File: config.mk
export PLATFORM = sky130hd
export DESIGN_NAME = ex_stage
export DESIGN_NICKNAME = d
export VERILOG_FILES = /design/src/rtl/ex_stage.sv
export SDC_FILE = /design/constraint.sdc
export NUM_CORES = 1
export LEC_CHECK = 0
export ABC_CLOCK_PERIOD_IN_PS = 16750
export CAP_MARGIN = 10
export CORE_UTILIZATION = 25
export CTS_BUF_LIST = sky130_fd_sc_hd__clkbuf_8
export CTS_CLUSTER_DIAMETER = 60
export CTS_CLUSTER_SIZE = 30
export DETAILED_ROUTE_END_ITERATION = 10
export GPL_TIMING_DRIVEN = 0
export PLACE_DENSITY = 0.42
export SYNTH_ARGS = -nofsm -noshare
export SYNTH_HDL_FRONTEND = slang
export SYNTH_SLANG_ARGS = --single-unit
File: constraint.sdc
create_clock -name clk -period 16.75 [get_ports clk]
set_input_delay 3.35 -clock clk [delete_from_list [all_inputs] [get_ports clk]]
set_output_delay 3.35 -clock clk [all_outputs]
set_load 0.1 [all_outputs]
File: src/rtl/ex_stage.sv
// Execute stage: ID/EX pipeline register, operand select, ALU,
// data SRAM request generation and EX-stage forwarding.
module ex_stage (
  input  logic         clk,
  input  logic         rst,
  input  logic [5:0]   stall,
  input  logic [158:0] id_to_ex_bus,
  output logic [75:0]  ex_to_mem_bus,
  output logic         data_sram_en,
  output logic [3:0]   data_sram_wen,
  output logic [31:0]  data_sram_addr,
  output logic [31:0]  data_sram_wdata,
  output logic         ex_wreg,
  output logic [4:0]   ex_waddr,
  output logic [31:0]  ex_wdata,
  output logic         ex_opl
);

  localparam logic STOP    = 1'b1;
  localparam logic NO_STOP = 1'b0;

  logic [158:0] id_ex;

  always_ff @(posedge clk) begin
    if (rst) begin
      id_ex <= '0;
    end else if (stall[2] == STOP && stall[3] == NO_STOP) begin
      id_ex <= '0;
    end else if (stall[2] == NO_STOP) begin
      id_ex <= id_to_ex_bus;
    end
  end

  logic [31:0] pc, inst, rs_val, rt_val;
  logic [11:0] alu_op;
  logic [2:0]  sel_src1;
  logic [3:0]  sel_src2;
  logic        ram_en, rf_we, sel_rf_res;
  logic [3:0]  ram_code;
  logic [4:0]  rf_waddr;

  assign pc         = id_ex[158:127];
  assign inst       = id_ex[126:95];
  assign alu_op     = id_ex[94:83];
  assign sel_src1   = id_ex[82:80];
  assign sel_src2   = id_ex[79:76];
  assign ram_en     = id_ex[75];
  assign ram_code   = id_ex[74:71];
  assign rf_we      = id_ex[70];
  assign rf_waddr   = id_ex[69:65];
  assign sel_rf_res = id_ex[64];
  assign rs_val     = id_ex[63:32];
  assign rt_val     = id_ex[31:0];

  logic unused_bits;
  assign unused_bits = ^{inst[31:16], stall[5:4], stall[1:0]};

  logic [31:0] src1, src2, result;

  always_comb begin
    src1 = '0;
    unique case (1'b1)
      sel_src1[0]: src1 = rs_val;
      sel_src1[1]: src1 = pc;
      sel_src1[2]: src1 = {27'b0, inst[10:6]};
      default:     src1 = '0;
    endcase
  end

  always_comb begin
    src2 = '0;
    unique case (1'b1)
      sel_src2[0]: src2 = rt_val;
      sel_src2[1]: src2 = {{16{inst[15]}}, inst[15:0]};
      sel_src2[2]: src2 = 32'd8;
      sel_src2[3]: src2 = {16'b0, inst[15:0]};
      default:     src2 = '0;
    endcase
  end

  always_comb begin
    result = '0;
    unique case (1'b1)
      alu_op[0]:  result = src1 + src2;
      alu_op[1]:  result = src1 - src2;
      alu_op[2]:  result = {31'b0, $signed(src1) < $signed(src2)};
      alu_op[3]:  result = {31'b0, src1 < src2};
      alu_op[4]:  result = src1 & src2;
      alu_op[5]:  result = ~(src1 | src2);
      alu_op[6]:  result = src1 | src2;
      alu_op[7]:  result = src1 ^ src2;
      alu_op[8]:  result = src2 << src1[4:0];
      alu_op[9]:  result = src2 >> src1[4:0];
      alu_op[10]: result = $unsigned($signed(src2) >>> src1[4:0]);
      alu_op[11]: result = {src2[15:0], 16'b0};
      default:    result = '0;
    endcase
  end

  logic is_sw, is_sb, is_sh, is_store, rf_we_eff;

  assign is_sw     = ram_en & (ram_code == 4'b1111);
  assign is_sb     = ram_en & (ram_code == 4'b0001);
  assign is_sh     = ram_en & (ram_code == 4'b0011);
  assign is_store  = is_sw | is_sb | is_sh;
  assign rf_we_eff = rf_we & ~is_store;

  always_comb begin
    data_sram_wen   = 4'b0000;
    data_sram_wdata = '0;
    unique case (1'b1)
      is_sw: begin
        data_sram_wen   = 4'b1111;
        data_sram_wdata = rt_val;
      end
      is_sb: begin
        data_sram_wen   = 4'b0001 << result[1:0];
        data_sram_wdata = {4{rt_val[7:0]}};
      end
      is_sh: begin
        data_sram_wen   = result[1] ? 4'b1100 : 4'b0011;
        data_sram_wdata = {2{rt_val[15:0]}};
      end
      default: begin
        data_sram_wen   = 4'b0000;
        data_sram_wdata = '0;
      end
    endcase
  end

  assign data_sram_en   = ram_en;
  assign data_sram_addr = result;

  assign ex_to_mem_bus = {pc, ram_en, ram_code, sel_rf_res,
                          rf_we_eff, rf_waddr, result};

  assign ex_wreg  = rf_we_eff;
  assign ex_waddr = rf_waddr;
  assign ex_wdata = result;
  assign ex_opl   = ram_en & sel_rf_res & rf_we_eff;

endmodule

==> out/qor.txt, run 1 <==
CP Buf/Inv Count - 8
drt drc - 0
dominant synthesized flop cell - dfxtp_1
commonest non-fill, non-tap cell in the layout - clkdlybuf4s50_1
clk slew on worst S/H paths - 90 ps
# hold bufs at CTS - 0
critical path cell sequence - a22oi_1 -> nand2_1 -> inv_2 -> buf_2 -> buf_2 -> buf_4 -> buf_2 -> ha_1 -> inv_1 -> fa_1 -> a211o_1 -> a311oi_1 -> o31ai_1 -> o31ai_1 -> o311ai_0 -> a311oi_1 -> xor2_1 -> nand2_1 -> o211ai_1 -> buf_4 -> clkdlybuf4s50_1
status - finished, final reports clean
fin crit period - 11,580 ps
crit path DAT - 8230 ps
Post-Synthesis Cells - 2,179
Vias - 18.74k
Post-CTS Repair Setup Buffers - 0
syn nets - 2,446
P per Cell Area - 73.06 nW/um^2
WL/cell - 29.29 um
Layout Nets - 2,796
Inserted Clock Buffers - 17
die footprint - 65,740 sq um
CP Class - flip-flop to output pin
CP delay by family, top - compound AO/OA/AOI/OAI gates
f_max - 86.39 MHz
post-route clock skew - 0 ps
Largest regs - id_ex: 143 flops
average cell area after synthesis - 7.426 sq um
register area share after synthesis - 17.69%
initial core utilization - 25.46%
Largest register FFs - 143
CP startpoint kind - flip-flop
Die H - 256.4 um
DP Worst Slack - 5978 ps
final setup margin - 5174 ps
P&R area growth vs syn - 29.48%
root buffer cell - clkbuf_8
slew at the pin with the worst max-slew slack - 1263 ps
WP data required - 13,400 ps
gr ovfl total - 0
CTS tree - yes
final hold violation count - 0
slowest CP cell - clkdlybuf4s50_1
synth warn - 0
Synth cell types - 85
Max Cap Violations - 0
# fillers - 6,880
Mapped Area - 16,180 sq um
share of cells above drive strength 1 - 8.419%
final design utilization - 32.97%
HPWL after DPL - 82,730 um
Setup crit end kind - output pin
vias in the first global route - 17.84k
Final Cycle Share - 69.11%
DRT Pass-1 Iters - 7
HP Class - flip-flop to flip-flop
io pins - 351
Final Max Tran Viols - 0
Rel. slew slack - 14.89%
setup violators final - 0
starting DRC count in detailed routing - 1,831
GP Congestion - 1.020
Final ANT Viol Nets - 0
crit-path max FO - 12
most used cell, CP - buf_2
sequential cell area - 2863 sq um
RSZ-0062 raised after global routing - no
fraction of registers with async set/reset - 0%
total power - 0.001531 W
CTS max path bufs - 2
worst vdd ir - 0.05242 mV
GRT Util Overall - 29.26%
post-CTS sizing - 0
DRT Wirelength - 99,350 um
EDFF count, synth - 0
port bufs - 329
Via density - 5.523
# rows - 92
Pleak - 8.931 nW
setup TNS - 0 ps
global-route wire length before repair - 138,900 um
most frequent cells in the layout - clkdlybuf4s50_1 (329), nor2_1 (270), mux2i_1 (246)
initial antenna violation count - 9
area of the multi-input gates - 11,410 sq um
core area - 63,540 sq um
Clk Latency, worst-skew pair - 510 ps
slowest stage delay, CP - 1120 ps
most flop-heavy register - id_ex
Clock Sinks - 143
flops & latches, synth - 143
H-tree Lvls - 4
Die W - 256.4 um
largest net degree at the start of global routing - 17
-- logic make-up (layout without fill, tap and decap cells) --
logic type	count (synthesis)	count (layout)	synth area share, %
AOI/OAI and AO/OA	607	607	26.25
xor gates and xnor gates	48	48	2.598
adders and majority gates	100	100	7.826
buffers and inverters	381	744	11.82
DFF	143	143	17.69
muxes	264	264	16.56
other	0	4	0
and+or+nand+nor	636	636	17.27
-- where the power goes --
part / internal [W] / switching (W) / leakage [nW] / total, W
Combinational: 0.000248 / 0.000610 / 7.55 / 0.000858
Clock: 0.000131 / 0.000165 / 0.204 / 0.000296
Sequential: 0.000357 / 0.0000197 / 1.17 / 0.000377
-- routing by layer --
layer / GRT usage, % / share of wire, %
met4: 11.86 / 4.1
met1: 38.88 / 44
met5: 0 / 0.092
met2: 46.67 / 45
met3: 4.962 / 6.6
-- worst register-to-register path, cell delays in order (launching register included) --
cell and delay, ps:
dfxtp_1 320, clkbuf_1 500, clkbuf_1 630, clkbuf_1 800
mux2i_1 170, nor2_1 130
-- cell usage after synthesis, drive strengths merged (14+ instances only) --
cell    number  share of area (%)
o21ai      102                3.2
nor3        30               0.93
o21bai      14               0.65
o22ai       15               0.58
a21oi      126                3.9
nand2      183                4.3
nor2b       27                1.0
mux2        16                1.1
xnor2       41                2.2
ha          98                7.6
inv        101                2.3
a31oi       20               0.77
nand4       17               0.66
a221oi      29                1.6
dfxtp      143                 18
nand2b      18               0.70
a22o        39                2.1
buf        164                6.8
a211o       16               0.87
a22oi       67                3.1
nor2       270                6.3
nand3       32               0.99
o211ai      25                1.2
a21o        18               0.84
and3        14               0.54
a211oi      29                1.4
mux2i      247                 15
o31ai       18               0.92
clkbuf     115                2.7
-- final timing paths --
path | startpoint | to | slack (ps) | cells after the start
worst max-delay path | id_ex[81]$_SDFFE_PP0N_ | ex_to_mem_bus[28] | 5170 | 21
worst min-delay path | id_ex[56]$_SDFFE_PP0N_ | id_ex[56]$_SDFFE_PP0N_ | 500 | 2
worst max register to register | id_ex[84]$_SDFFE_PP0N_ | id_ex[84]$_SDFFE_PP0N_ | 14150 | 5
worst min register to register | id_ex[56]$_SDFFE_PP0N_ | id_ex[56]$_SDFFE_PP0N_ | 500 | 2
-- layout make-up --
cell class / count / share of cell area (%)
diodes: 4 / 0.04778
well taps: 846 / 5.053
flip-flops and latches: 143 / 13.66
multi-input cells: 1655 / 54.44
plain buffers: 279 / 7.298
repair buffers: 331 / 15.76
clock inverters: 13 / 0.6570
clock buffers: 19 / 1.248
inverters: 102 / 1.828
-- metrics by stage --
step | instances | cell area [sq um] | hold WS, ps
after floorplan | 2179 | 16180 | 454.8
after global placement | 3354 | 20530 | 468.4
after detailed placement | 3356 | 20540 | 487.4
after CTS | 3388 | 20940 | 509.9
after global routing | 3391 | 20950 | 528.7
final | 3392 | 20950 | 505.0
No activity file was read; power rests on OpenSTA's default activity.
==> run 2: changes to the inputs <==
- ABC_CLOCK_PERIOD_IN_PS: 16750 -> 10530
- PLACE_DENSITY: 0.42 -> 0.44
- clock period: 16.75 -> 10.53 ns (I/O delays scaled with it)
==> out/qor.txt, run 2 (synthesis results as in run 1) <==
status - finished, final reports clean
# hold bufs at CTS - 0
Max Used Layer - met5
core area - 63,540 sq um
hold slack - 504.6 ps
HPWL after DPL - 83,120 um
post-route clock skew - 0 ps
HP Class - flip-flop to flip-flop
Final Max Tran Viols - 0
dpl cell area - 20,530 sq um
Max Cap Violations - 0
port bufs - 329
setup violators final - 0
H-tree Lvls - 4
P per Cell Area - 116.3 nW/um^2
GP Congestion - 1.004
Layout Nets - 2,794
most used cell, CP - clkbuf_1
crit path DAT - 8240 ps
post-CTS sizing - 0
final setup margin - 182.4 ps
share of cells above drive strength 1 - 8.350%
P&R area growth vs syn - 29.48%
FF-to-FF setup slack - 7860 ps
post-layout instance area - 20,950 sq um
CP startpoint kind - flip-flop
Post-CTS Repair Setup Buffers - 0
Vias - 18.65k
Final Cycle Share - 98.27%
most frequent cells in the layout - clkdlybuf4s50_1 (326), nor2_1 (270), mux2i_1 (246)
CP Class - flip-flop to output pin
vias in the first global route - 17.76k
Largest regs - id_ex: 143 flops
dpl cells - 3,354
Met1 Wirelength - 44,740 um
GRT Util Overall - 29.45%
final cell count without fillers - 3,389
gr ovfl total - 0
largest net degree at the start of global routing - 17
CTS max path bufs - 2
Die H - 256.4 um
WL met2 - 44,730 um
RSZ-0062 raised after global routing - no
CTS tree - yes
initial antenna violation count - 6
critical path cell sequence - a22oi_1 -> and2_1 -> clkbuf_1 -> clkbuf_1 -> clkbuf_1 -> clkbuf_1 -> ha_1 -> inv_1 -> a311oi_1 -> o31ai_1 -> o31ai_1 -> o311ai_0 -> o211ai_1 -> a21o_1 -> nor2_1 -> nor2_1 -> clkdlybuf4s50_1
worst vdd ir - 0.07928 mV
# rows - 92
commonest non-fill, non-tap cell in the layout - clkdlybuf4s50_1
Pleak - 8.963 nW
Die W - 256.4 um
Rel. slew slack - 7.304%
f_max - 96.64 MHz
final hold violation count - 0
slew at the pin with the worst max-slew slack - 1390 ps
crit-path max FO - 10
setup TNS - 0 ps
Via density - 5.503
DP Worst Slack - 842.4 ps
DRT Pass-1 Iters - 5
starting DRC count in detailed routing - 1,657
drt drc - 0
Final ANT Viol Nets - 0
most flop-heavy register - id_ex
initial core utilization - 25.46%
Clk Latency, worst-skew pair - 500 ps
area of the multi-input gates - 11,410 sq um
fin crit period - 10,350 ps
Clock Sinks - 143
Inserted Clock Buffers - 17
met3 routed WL - 6556 um
WL/cell - 29.51 um
Setup crit end kind - output pin
Largest register FFs - 143
sequential cell area - 2863 sq um
die footprint - 65,740 sq um
global-route wire length before repair - 139,000 um
WP data required - 8420 ps
root buffer cell - clkbuf_8
slowest stage delay, CP - 1160 ps
# fillers - 6,903
io pins - 351
clk slew on worst S/H paths - 90 ps
slowest CP cell - clkdlybuf4s50_1
DRT Wirelength - 100,000 um
[run 2: cell type report]
cell class / count / area share (%)
diodes: 4 / 0.04778
plain buffers: 279 / 7.298
clock buffers: 18 / 1.183
clock inverters: 13 / 0.7286
inverters: 102 / 1.828
multi-input cells: 1655 / 54.44
flip-flops and latches: 143 / 13.66
well taps: 846 / 5.053
repair buffers: 329 / 15.75
[run 2: power by group]
group / switching [W] / internal (W) / leakage, nW
clock network: 0.000251 / 0.000220 / 0.198
registers: 0.0000322 / 0.000568 / 1.17
logic: 0.000971 / 0.000394 / 7.59
[run 2: worst max-delay path: cells and delay by family, from the launching register on]
family | cells | cell delay, ps
buffers and inverters | 6 | 3760
AO/OA/AOI/OAI | 7 | 2620
AND/OR/NAND/NOR | 3 | 510
adder cells (fa/ha/maj) | 1 | 430
flip-flops | 1 | 380
[run 2: stage by stage]
| stage | utilization (%) | total power (W) |
|---|---|---|
| 2_1_floorplan | - | 0.001556 |
| 3_3_place_gp | 32.31 | 0.001965 |
| 3_5_place_dp | 32.31 | 0.001964 |
| 4_1_cts | 32.94 | 0.002444 |
| 5_1_grt | 32.96 | 0.002523 |
| 6_report | 32.97 | 0.002436 |
[run 2: worst paths after layout]
path	start	end	cells after the start
worst max-delay path	id_ex[81]$_SDFFE_PP0N_	data_sram_wen[1]	17
worst max register to register	id_ex[84]$_SDFFE_PP0N_	id_ex[84]$_SDFFE_PP0N_	5
worst min register to register	id_ex[70]$_SDFFE_PP0N_	id_ex[70]$_SDFFE_PP0N_	2
worst min-delay path	id_ex[70]$_SDFFE_PP0N_	id_ex[70]$_SDFFE_PP0N_	2
[run 2: routing by layer]
metal / vias to the layer above / track usage (%)
li1: 8439 / -
met1: 9172 / 39.45
met2: 890 / 46.76
met3: 139 / 4.913
met4: 8 / 11.66
met5: - / 0
